**src/rtl/demux_rr_sequencer_if.sv**
```systemverilog
// Stream-in / per-channel-out handshake bundle between the sequencer and its 1:8 demux.
// The master side is the sequencer; the slave side is the source plus channel sinks.
interface demux_rr_sequencer_if #(
  parameter int DATA_W = 8
) ();
  logic              s_valid;
  logic [DATA_W-1:0] s_data;
  logic              s_ready;
  logic [7:0]        m_valid;
  logic [DATA_W-1:0] m_data;
  logic [7:0]        m_ready;
  logic [2:0]        sel;

  modport master (
    input  s_valid, s_data, m_ready,
    output s_ready, m_valid, m_data, sel
  );

  modport slave (
    output s_valid, s_data, m_ready,
    input  s_ready, m_valid, m_data, sel
  );
endinterface

```
**src/rtl/demux_rr_sequencer.sv**
```systemverilog
// Round-robin burst scheduler feeding a 1:8 demux; zero-latency data passthrough while bursting.
// Backpressure: s_ready mirrors the owning channel's ready, stalls hold the burst indefinitely.
module demux_rr_sequencer #(
  parameter int DATA_W    = 8,
  parameter int BURST_LEN = 4
) (
  input  logic                  clk,
  input  logic                  rst,
  input  logic [7:0]            en_mask,
  demux_rr_sequencer_if.master  bus,
  output logic                  busy,
  output logic                  burst_done
);

  localparam logic [0:0] ST_IDLE  = 1'b0;
  localparam logic [0:0] ST_XFER  = 1'b1;
  localparam logic [7:0] LAST_CNT = 8'(BURST_LEN - 1);

  logic [0:0] state;
  logic [2:0] ptr;
  logic [2:0] sel_q;
  logic [7:0] cnt;
  logic [2:0] pick_base;
  logic       pick_ok;
  logic [2:0] pick_idx;
  logic       beat;

  // First enabled channel at or after base, wrapping mod 8.
  function automatic logic [3:0] pick_from(input logic [2:0] base, input logic [7:0] mask);
    logic [3:0] r;
    logic [2:0] idx;
    r = 4'd0;
    for (int k = 7; k >= 0; k--) begin
      idx = base + 3'(k);
      if (mask[idx]) r = {1'b1, idx};
    end
    return r;
  endfunction

  // In XFER the only pick that matters is the one taken at the last beat, from sel+1.
  always_comb begin
    pick_base           = (state == ST_XFER) ? sel_q + 3'd1 : ptr;
    {pick_ok, pick_idx} = pick_from(pick_base, en_mask);
  end

  always_comb begin
    bus.s_ready = 1'b0;
    bus.m_valid = 8'd0;
    bus.m_data  = '0;
    if (state == ST_XFER) begin
      bus.s_ready = bus.m_ready[sel_q];
      bus.m_valid = 8'(bus.s_valid) << sel_q;
      bus.m_data  = bus.s_data;
    end
  end

  assign beat    = (state == ST_XFER) && bus.s_valid && bus.m_ready[sel_q];
  assign busy    = (state == ST_XFER);
  assign bus.sel = sel_q;

  always_ff @(posedge clk or posedge rst) begin
    if (rst) begin
      state      <= ST_IDLE;
      ptr        <= 3'd0;
      sel_q      <= 3'd0;
      cnt        <= 8'd0;
      burst_done <= 1'b0;
    end else begin
      burst_done <= 1'b0;
      if (state == ST_IDLE) begin
        if (pick_ok) begin
          sel_q <= pick_idx;
          cnt   <= 8'd0;
          state <= ST_XFER;
        end
      end else if (beat) begin
        if (cnt == LAST_CNT) begin
          // Re-pick in the same edge so consecutive bursts have no bubble.
          ptr        <= sel_q + 3'd1;
          burst_done <= 1'b1;
          cnt        <= 8'd0;
          if (pick_ok) sel_q <= pick_idx;
          else         state <= ST_IDLE;
        end else begin
          cnt <= cnt + 8'd1;
        end
      end
    end
  end

endmodule

```
**src/flat_wrapper.sv**
```systemverilog
// flat-port wrapper written by rule: the top's interface ports become plain ports
module demux_rr_sequencer_flat 
#(
  parameter int DATA_W    = 8,
  parameter int BURST_LEN = 4
)
  (clk, rst, en_mask, busy, burst_done, bus_s_valid, bus_s_data, bus_m_ready, bus_s_ready, bus_m_valid, bus_m_data, bus_sel);
  demux_rr_sequencer_if #(.DATA_W(DATA_W)) bus_i ();
  input  logic clk;
  input  logic rst;
  input  logic [7:0] en_mask;
  output logic busy;
  output logic burst_done;
  input wire logic [$bits(bus_i.s_valid)-1:0] bus_s_valid;
  input wire logic [$bits(bus_i.s_data)-1:0] bus_s_data;
  input wire logic [$bits(bus_i.m_ready)-1:0] bus_m_ready;
  output wire logic [$bits(bus_i.s_ready)-1:0] bus_s_ready;
  output wire logic [$bits(bus_i.m_valid)-1:0] bus_m_valid;
  output wire logic [$bits(bus_i.m_data)-1:0] bus_m_data;
  output wire logic [$bits(bus_i.sel)-1:0] bus_sel;
  assign bus_i.s_valid = bus_s_valid;
  assign bus_i.s_data = bus_s_data;
  assign bus_i.m_ready = bus_m_ready;
  assign bus_s_ready = bus_i.s_ready;
  assign bus_m_valid = bus_i.m_valid;
  assign bus_m_data = bus_i.m_data;
  assign bus_sel = bus_i.sel;
  demux_rr_sequencer #(.DATA_W(DATA_W), .BURST_LEN(BURST_LEN)) u_core (.clk(clk), .rst(rst), .en_mask(en_mask), .bus(bus_i), .busy(busy), .burst_done(burst_done));
endmodule
```
**config.mk**
```make
export PLATFORM = sky130hd
export DESIGN_NAME = demux_rr_sequencer_flat
export DESIGN_NICKNAME = d
export VERILOG_FILES = /design/src/rtl/demux_rr_sequencer_if.sv /design/src/rtl/demux_rr_sequencer.sv /design/src/flat_wrapper.sv
export SDC_FILE = /design/constraint.sdc
export NUM_CORES = 1
export LEC_CHECK = 0
export ABC_AREA = 1
export BUFFER_PORTS_ARGS = -buffer_cell sky130_fd_sc_hd__clkbuf_2
export CAP_MARGIN = 25
export CORE_MARGIN = 5
export CORE_UTILIZATION = 40
export DETAILED_ROUTE_END_ITERATION = 10
export PLACE_DENSITY = 0.74
export SLEW_MARGIN = 20
export SYNTH_ARGS = -nofsm -noshare
export SYNTH_HDL_FRONTEND = slang
export SYNTH_SLANG_ARGS = --single-unit
```
**constraint.sdc**
```tcl
create_clock -name clk -period 2.8 [get_ports clk]
set_input_delay 0.7 -clock clk [delete_from_list [all_inputs] [get_ports clk]]
set_output_delay 0.7 -clock clk [all_outputs]
set_load 0.05 [all_outputs]
```
==> results of run 1 <==
metrics by stage:
| step | util, % | setup WS, ns | instances |
|---|---|---|---|
| after CTS | 48.08 | 0.1683 | 444 |
| after global placement | 46.91 | 0.3088 | 440 |
| after detailed placement | 46.91 | 0.1906 | 440 |
| after floorplan | - | 0.04275 | 329 |
| final | 48.16 | 0.1998 | 444 |
| after global routing | 48.16 | 0.02533 | 444 |
power groups by stage:
stage / combinational, mW / sequential, mW / clock, mW
floorplan: 2.16 / 0.455 / 0
global placement: 2.68 / 0.395 / 0
detailed placement: 2.70 / 0.397 / 0
CTS: 2.71 / 0.394 / 0.206
global route: 3.07 / 0.410 / 0.216
finish: 2.73 / 0.396 / 0.205
per-layer routing:
layer	part of all wire [%]	vias up
li1	-	1123
met1	44	987
met2	48	64
met3	6.9	7
met4	1.3	0
met5	0	-
cell type report:
type,count,area [sq um]
repair buffers,52,270.3
flip-flops and latches,16,401.6
inverters,48,187.7
fillers,487,2449
clock buffers,4,55.05
multi-input cells,257,1276
well taps,67,83.83
final timing paths:
| kind | depth (start not counted) | start | endpoint |
|---|---|---|---|
| min in group clk | 2 | u_core.ptr[0] | u_core.ptr[0] |
| worst min-delay path | 2 | rst | u_core.burst_done |
| worst max-delay path | 15 | u_core.bus.sel[1] | u_core.cnt[2] |
| max in group asynchronous | 2 | rst | u_core.bus.sel[1] |
| worst max register to register | 15 | u_core.bus.sel[1] | u_core.cnt[2] |
| worst min register to register | 2 | u_core.ptr[0] | u_core.ptr[0] |
state kept, by name, summed over array words and instances (netlist names):
register           count
u_core.bus.sel         3
u_core.ptr             3
u_core.busy            1
u_core.burst_done      1
u_core.cnt             8
critical path, stage by stage, from the launching register on:
cell	delay, ns
dfrtp_2	0.46
ha_1	0.36
nand2_1	0.11
o21ai_2	0.07
ha_1	0.32
inv_1	0.09
nand3_1	0.09
nand2_1	0.09
inv_1	0.06
nand2_1	0.07
nor3_4	0.15
nand4_2	0.15
nand2_2	0.12
nand2_4	0.14
a21oi_2	0.16
nor2_1	0.05
synthesized netlist by cell type (all sizes together):
cell      n  area (sq um)
a21oi    12         60.06
a22oi     1         7.510
and2      4         27.53
buf       7         76.31
clkbuf    1         3.750
dfrtp    16         400.4
ha        3         37.54
inv      48         187.7
nand2   143         609.3
nand3    32         165.2
nand4     4         31.28
nor2     28         107.6
nor3      2         21.27
nor4      2         12.51
o21ai    19         136.4
o22ai     2         12.51
xor2      5         43.79
repair_timing:
item | in CTS | in global routing
hold buffers | 0 | 0
hold endpoints to repair | 0 | 0
resized for setup | 0 | 1
endpoints found under the setup margin | 0 | 1
cells by family after synthesis:
kind of cell | after synthesis | share of synthesized area [%]
AND/OR/NAND/NOR | 215 | 50.23
adder cells (fa/ha/maj) | 3 | 1.934
buffers and inverters | 56 | 13.80
AO/OA/AOI/OAI | 34 | 11.15
XOR/XNOR | 5 | 2.257
flip-flops | 16 | 20.63
==> run summary, run 1 <==
Status - finished clean
P&R area growth vs syn - 17.21%
Power Density - 1466 nW/um^2
Vias per cell - 4.912
Req. time, crit path - 2.93 ns
Commonest non-fill, non-tap cells in the layout - nand2_1, clkbuf_2, inv_1, nand3_1, nor2_1
Post-synthesis area per instance - 5.899 sq um
Layout Nets - 408
Netlist cell types - 31
Fin. max-slew vios - 0
Relative slew margins - 59.81%
# H-tree levels - 1
Setup CP Type - reg2reg
Worst-Margin Slew - 0.6021 ns
Final setup violation count - 0
Met1 usage - 19.71%
Tot Pwr - 3.334 mW
Die Ht - 79.65 um
GR peak layer - met2
Avg WL per Cell - 11.22 um
Clock Root Buffer - clkbuf_8
Vias in the first global route - 1,935
Area after DPL - 2216 sq um
Die X - 79.65 um
Die ar. - 6344 sq um
GR Overflow Total - 0
P_sw - 2.031 mW
Hpwl dp - 4.085 mm
Crit path max fanout - 15
I/O pin cnt - 49
Pin count of the biggest net entering global routing - 17
Clk sinks - 16
Clock share of power - 6.1%
Clk_skew - 0.003575 ns
Initial antenna violation count - 0
Clk buf depth - 2
Clk slew on worst S/H paths - 0.06 ns
Cts bufs inserted - 3
YS warnings - 0
Worst hold slack - 0.4876 ns
Startpoint types - register
Routed wire length - 4.981 mm
Flop-to-flop setup slack - 0.20 ns
N_diodes - 0
GRT Total Usage - 15.97%
Switching Share - 60.92%
Setup Fix Bufs, Post-CTS - 0
Vias post-DR - 2,181
Fin Setup TNS - 0 ns
VDD IR max - 0.4414 mV
MaxCap Viol Count - 0
Cell Area, Synth - 1941 sq um
Fin area - 2275 sq um
Port Buffers - 48
Met3 Resource Use GR - 2.257%
Fmax - 384.6 MHz
Cell count after synthesis - 329
P_leak - 1.360 nW
DR pass1 iterations - 4
Met2 Track Usage GR - 28.30%
GP Congestion - 0.8935
Gate power share - 82.0%
Post-synthesis sequential area ratio - 20.63%
Global-route wire length before repair - 8.328 mm
Final period util - 92.86%
Most common cell after layout, fill and taps aside - nand2_1
CTS tree - built
CP Data Arrival Time - 2.73 ns
Cell Rows - 25
Worst setup EP type - register
Remaining antenna violation count - 0
Synth Register Bits - 16
Residual DRC - 0
Minimum clock period - 2.600 ns
Clock Latency Late Sink - 0.25 ns
Unrepaired setup endpoints after global routing - no
DRT iter0 DRCs - 126
Initial Util - 41.09%
Sequential power share - 11.9%
Syn Nets - 359
Int Pwr - 1.303 mW
Final hold violation count - 0
Core Area - 4723 sq um
Share of cells above drive strength 1 - 24.67%
Min-delay worst type - in2async
(Power assumes the default switching activity.)
==> run 2: changes to the inputs <==
==> constraint.sdc (replaced) <==
create_clock -name clk -period 2.8 [get_ports clk]
set_input_delay 0.7 -clock clk [delete_from_list [all_inputs] [get_ports clk]]
set_output_delay 0.7 -clock clk [all_outputs]
set_load 0.02 [all_outputs]
==> run summary, run 2 (synthesis results as in run 1) <==
VDD IR max - 0.3754 mV (was 0.4414 mV)
Residual DRC - 0 (unchanged)
Clock Latency Late Sink - 0.24 ns (was 0.25 ns)
Cts bufs inserted - 3 (unchanged)
Die ar. - 6344 sq um (unchanged)
Status - finished clean (unchanged)
Filler instances - 471 (was 487)
Vias post-DR - 2,156 (was 2,181)
Hold-fix buffers, CTS - 0 (unchanged)
Clk sinks - 16 (unchanged)
GR Overflow Total - 0 (unchanged)
Cell Rows - 25 (unchanged)
Fmax - 400.1 MHz (was 384.6 MHz)
# H-tree levels - 1 (unchanged)
Worst Reg-to-Reg Cells - 15 (unchanged)
Remaining antenna violation count - 0 (unchanged)
Final design utilization - 48.08% (was 48.16%)
Setup Fix Bufs, Post-CTS - 0 (unchanged)
Commonest non-fill, non-tap cells in the layout - nand2_1, clkbuf_2, inv_1, nand3_1, nor2_1 (unchanged)
P_leak - 1.363 nW (was 1.360 nW)
I/O pin cnt - 49 (unchanged)
Avg WL per Cell - 11.60 um (was 11.22 um)
Vias per cell - 4.845 (was 4.912)
Power Density - 1400 nW/um^2 (was 1466 nW/um^2)
Sequential cell area - 400.4 sq um (was 401.6 sq um)
Tot Pwr - 3.180 mW (was 3.334 mW)
Req. time, crit path - 2.93 ns (about the same)
DR pass1 iterations - 4 (unchanged)
Clk_skew - 0.002216 ns (was 0.003575 ns)
Worst setup EP type - register (unchanged)
Setup CP Type - reg2reg (unchanged)
Hpwl dp - 4.234 mm (was 4.085 mm)
Crit path max fanout - 15 (unchanged)
Core Area - 4723 sq um (unchanged)
Min-delay worst type - in2async (unchanged)
Vias in the first global route - 2,023 (was 1,935)
Routed wire length - 5.162 mm (was 4.981 mm)
Initial Util - 41.09% (unchanged)
Unrepaired setup endpoints after global routing - no (unchanged)
Reg with most FFs - u_core.cnt (unchanged)
Final setup violation count - 0 (unchanged)
Initial antenna violation count - 0 (unchanged)
Pin count of the biggest net entering global routing - 17 (unchanged)
CP Data Arrival Time - 2.63 ns (was 2.73 ns)
Global-route wire length before repair - 8.714 mm (was 8.328 mm)
Fin. max-slew vios - 0 (unchanged)
Die Ht - 79.65 um (unchanged)
Final period util - 89.25% (was 92.86%)
Area of the multi-input gates - 1272 sq um (was 1276 sq um)
Post-CTS sizing - 0 (unchanged)
CTS tree - built (unchanged)
Relative slew margins - 58.19% (was 59.81%)
GP Congestion - 0.8987 (was 0.8935)
Layout Nets - 410 (was 408)
Final hold violation count - 0 (unchanged)
Port Buffers - 48 (unchanged)
Clk slew on worst S/H paths - 0.06 ns (about the same)
Max reg flops - 8 (unchanged)
GRT Total Usage - 16.88% (was 15.97%)
Clk buf depth - 2 (unchanged)
Worst-Margin Slew - 0.6265 ns (was 0.6021 ns)
Startpoint types - register (unchanged)
Most common cell after layout, fill and taps aside - nand2_1 (unchanged)
Share of cells above drive strength 1 - 24.34% (was 24.67%)
Clock Root Buffer - clkbuf_8 (unchanged)
P&R area growth vs syn - 17.02% (was 17.21%)
DRT iter0 DRCs - 109 (was 126)
Die X - 79.65 um (unchanged)
MaxCap Viol Count - 0 (unchanged)
N_diodes - 0 (unchanged)
Fin Setup TNS - 0 ns (unchanged)
Minimum clock period - 2.499 ns (was 2.600 ns)
==> run 2: power by group <==
group	total, mW	switching (mW)	internal [mW]	leakage [nW]
logic	2.63	1.75	0.873	1.14
registers	0.384	0.0732	0.311	0.198
clock network	0.168	0.0726	0.0952	0.0216
total	3.18	1.90	1.28	1.36
==> run 2: per-layer routing <==
metal / GRT usage [%] / wire [um] / vias to the layer above
li1: - / - / 1125
met1: 20.58 / 2192 / 938
met2: 29.55 / 2393 / 81
met3: 3.273 / 473 / 12
met4: 5.498 / 103 / 0
met5: 0 / 0 / -
==> run 2: cell type report <==
class | count | share of cell area (%)
Multi-Input combinational cell | 257 | 56.03
Clock buffer | 3 | 1.818
Tap cell | 67 | 3.691
Sequential cell | 16 | 17.63
Timing Repair Buffer | 54 | 12.56
Inverter | 48 | 8.264
==> run 2: metrics by stage <==
stage	setup slack (ns)	area, sq um	std cells	hold WS, ns
5_1_grt	0.06621	2271	445	0.5594
3_3_place_gp	0.3759	2230	442	0.5484
3_5_place_dp	0.2942	2230	442	0.5554
6_report	0.3009	2271	445	0.5077
4_1_cts	0.2872	2271	445	0.5196
2_1_floorplan	0.1882	1941	329	0.4941
==> run 2: path summary, 6_finish.rpt <==
path                                   startpoint                 to  slack (ns)
max in group asynchronous                     rst      u_core.cnt[4]        1.89
min in group clk                    u_core.ptr[0]      u_core.ptr[0]        0.57
worst max register to register  u_core.bus.sel[0]      u_core.cnt[2]        0.30
worst max-delay path            u_core.bus.sel[0]      u_core.cnt[2]        0.30
worst min register to register      u_core.ptr[0]      u_core.ptr[0]        0.57
worst min-delay path                          rst  u_core.burst_done        0.51
==> run 2: critical path, cell delays in order, from the launching register on <==
cell and delay (ns):
dfrtp_1 0.38, ha_1 0.36, nand2_1 0.11, o21ai_2 0.07, ha_1 0.32, inv_1 0.09
nand3_1 0.09, nand2_1 0.09, inv_1 0.06, nand2_1 0.07, nor3_4 0.13, nand4_2 0.15
nand2_2 0.12, nand2_4 0.14, a21oi_1 0.16, nor2_1 0.05
==> run 3: changes to the inputs <==
REMOVE_ABC_BUFFERS = 1   (was not set)
==> run summary, run 3 (synthesis results as in run 1) <==
Final period util - 90.29% (was 89.25%)
Die ar. - 6344 sq um (unchanged)
CTS tree - built (unchanged)
Cell Rows - 25 (unchanged)
RR Endpoint - u_core.cnt[2] (unchanged)
Initial antenna violation count - 0 (unchanged)
MaxCap Viol Count - 0 (unchanged)
Gate power share - 81.6% (was 82.6%)
Vias in the first global route - 2,049 (was 2,023)
DR pass1 iterations - 4 (unchanged)
Sequential power share - 12.0% (was 12.1%)
Routed wire length - 4.894 mm (was 5.162 mm)
Final setup violation count - 0 (unchanged)
Clock Root Buffer - clkbuf_8 (unchanged)
Clk buf depth - 2 (unchanged)
Cts bufs inserted - 3 (unchanged)
Avg WL per Cell - 11.00 um (was 11.60 um)
Met2 Track Usage GR - 29.30% (was 29.55%)
P&R area growth vs syn - 17.34% (was 17.02%)
Max reg flops - 8 (unchanged)
# H-tree levels - 1 (unchanged)
Switching Share - 58.82% (was 59.77%)
Setup Fix Bufs, Post-CTS - 0 (unchanged)
Power Density - 1395 nW/um^2 (was 1400 nW/um^2)
GR Overflow Total - 0 (unchanged)
P_leak - 1.366 nW (was 1.363 nW)
Die Ht - 79.65 um (unchanged)
Setup CP Type - reg2reg (unchanged)
Hold-fix buffers, CTS - 0 (unchanged)
Post-Place Cells - 441 (was 442)
Remaining antenna violation count - 0 (unchanged)
Clk slew on worst S/H paths - 0.06 ns (about the same)
Min-delay worst type - in2async (unchanged)
Port Buffers - 48 (unchanged)
Tot Pwr - 3.177 mW (was 3.180 mW)
Fin area - 2277 sq um (was 2271 sq um)
Int Pwr - 1.308 mW (was 1.279 mW)
Clock Latency Late Sink - 0.25 ns (was 0.24 ns)
Fmax - 395.6 MHz (was 400.1 MHz)
Clock share of power - 6.4% (was 5.3%)
Post-CTS sizing - 0 (unchanged)
Minimum clock period - 2.528 ns (was 2.499 ns)
P_sw - 1.869 mW (was 1.901 mW)
Met3 Resource Use GR - 2.257% (was 3.273%)
Area after DPL - 2222 sq um (was 2230 sq um)
N_diodes - 0 (unchanged)
Layout Nets - 409 (was 410)
Worst-Margin Slew - 0.5959 ns (was 0.6265 ns)
Crit path max fanout - 15 (unchanged)
Initial Util - 41.09% (unchanged)
Pin count of the biggest net entering global routing - 17 (unchanged)
Status - finished clean (unchanged)
Clk_skew - 0.002635 ns (was 0.002216 ns)
Final Non-Filler Cells - 445 (unchanged)
GRT Total Usage - 16.59% (was 16.88%)
Reg with most FFs - u_core.cnt (unchanged)
Worst setup EP type - register (unchanged)
Unrepaired setup endpoints after global routing - no (unchanged)
Residual DRC - 0 (unchanged)
DRT iter0 DRCs - 114 (was 109)
Vias post-DR - 2,163 (was 2,156)
Clk sinks - 16 (unchanged)
Commonest non-fill, non-tap cells in the layout - nand2_1, clkbuf_2, inv_1, nand3_1, nor2_1 (unchanged)
Met1 usage - 20.47% (was 20.58%)
Most common cell after layout, fill and taps aside - nand2_1 (unchanged)
VDD IR max - 0.3784 mV (was 0.3754 mV)
Vias per cell - 4.861 (was 4.845)
Fin. max-slew vios - 0 (unchanged)
Global-route wire length before repair - 8.694 mm (was 8.714 mm)
Worst Reg-to-Reg Cells - 15 (unchanged)
Relative slew margins - 60.23% (was 58.19%)
GR peak layer - met2 (unchanged)
Final design utilization - 48.21% (was 48.08%)
Core Area - 4723 sq um (unchanged)
Placement Setup Slack - 0.2769 ns (was 0.2942 ns)
Final worst setup slack - 0.2719 ns (was 0.3009 ns)
Fin Setup TNS - 0 ns (unchanged)
Die X - 79.65 um (unchanged)
CP Data Arrival Time - 2.67 ns (was 2.63 ns)
Share of cells above drive strength 1 - 24.34% (unchanged)
Startpoint types - register (unchanged)
Worst hold slack - 0.4899 ns (was 0.5077 ns)
Req. time, crit path - 2.94 ns (was 2.93 ns)
Hpwl dp - 4.066 mm (was 4.234 mm)
Reg2reg start - u_core.bus.sel[0] (unchanged)
Flop-to-flop setup slack - 0.27 ns (was 0.30 ns)
I/O pin cnt - 49 (unchanged)
Final hold violation count - 0 (unchanged)
GP Congestion - 0.9023 (was 0.8987)
## run 3: cell count changes in the layout (fill, tap and decap cells not counted)
cell	change
buf_4	-1
clkbuf_8	+1
## run 3: area by class of cell
class	instances	area, sq um
Inverter	48	187.7
Tap cell	67	83.83
Clock buffer	4	55.05
Fill cell	504	2446
Timing Repair Buffer	53	277.8
Multi-Input combinational cell	257	1272
Sequential cell	16	400.4
## run 3: metal layers
| metal | vias to the layer above | routed length, um |
|---|---|---|
| met5 | - | 0 |
| met4 | 0 | 97 |
| met3 | 12 | 307 |
| met2 | 62 | 2339 |
| met1 | 965 | 2149 |
| li1 | 1124 | - |
## run 3: worst max-delay path by stage
| stage | startpoint | to | slack, ns | cells after the start |
|---|---|---|---|---|
| after floorplan | u_core.bus.sel[0] | u_core.cnt[2] | 0.08 | 15 |
| after global placement | u_core.bus.sel[0] | u_core.cnt[2] | 0.38 | 15 |
| after detailed placement | u_core.bus.sel[0] | u_core.cnt[2] | 0.28 | 15 |
| after CTS | u_core.bus.sel[0] | u_core.cnt[2] | 0.26 | 15 |
| after global routing | u_core.bus.sel[0] | u_core.cnt[2] | 0.01 | 15 |
| final | u_core.bus.sel[0] | u_core.cnt[2] | 0.27 | 15 |
## run 3: power groups by stage
stage / Sequential, mW / Clock (mW) / Combinational (mW)
6_report: 0.381 / 0.204 / 2.59
5_1_grt: 0.394 / 0.221 / 3.01
4_1_cts: 0.383 / 0.210 / 2.59
3_5_place_dp: 0.387 / 0 / 2.58
3_3_place_gp: 0.381 / 0 / 2.54
2_1_floorplan: 0.417 / 0 / 1.98
## run 3: critical path: stages (launching register included)
cell     delay [ns]
dfrtp_1        0.38
ha_1           0.36
nand2_1        0.10
o21ai_2        0.07
ha_1           0.32
inv_1          0.09
nand3_1        0.09
nand2_1        0.09
inv_1          0.06
nand2_1        0.07
nor3_4         0.13
nand4_2        0.15
nand2_2        0.13
nand2_4        0.14
a21oi_1        0.17
nor2_1         0.05
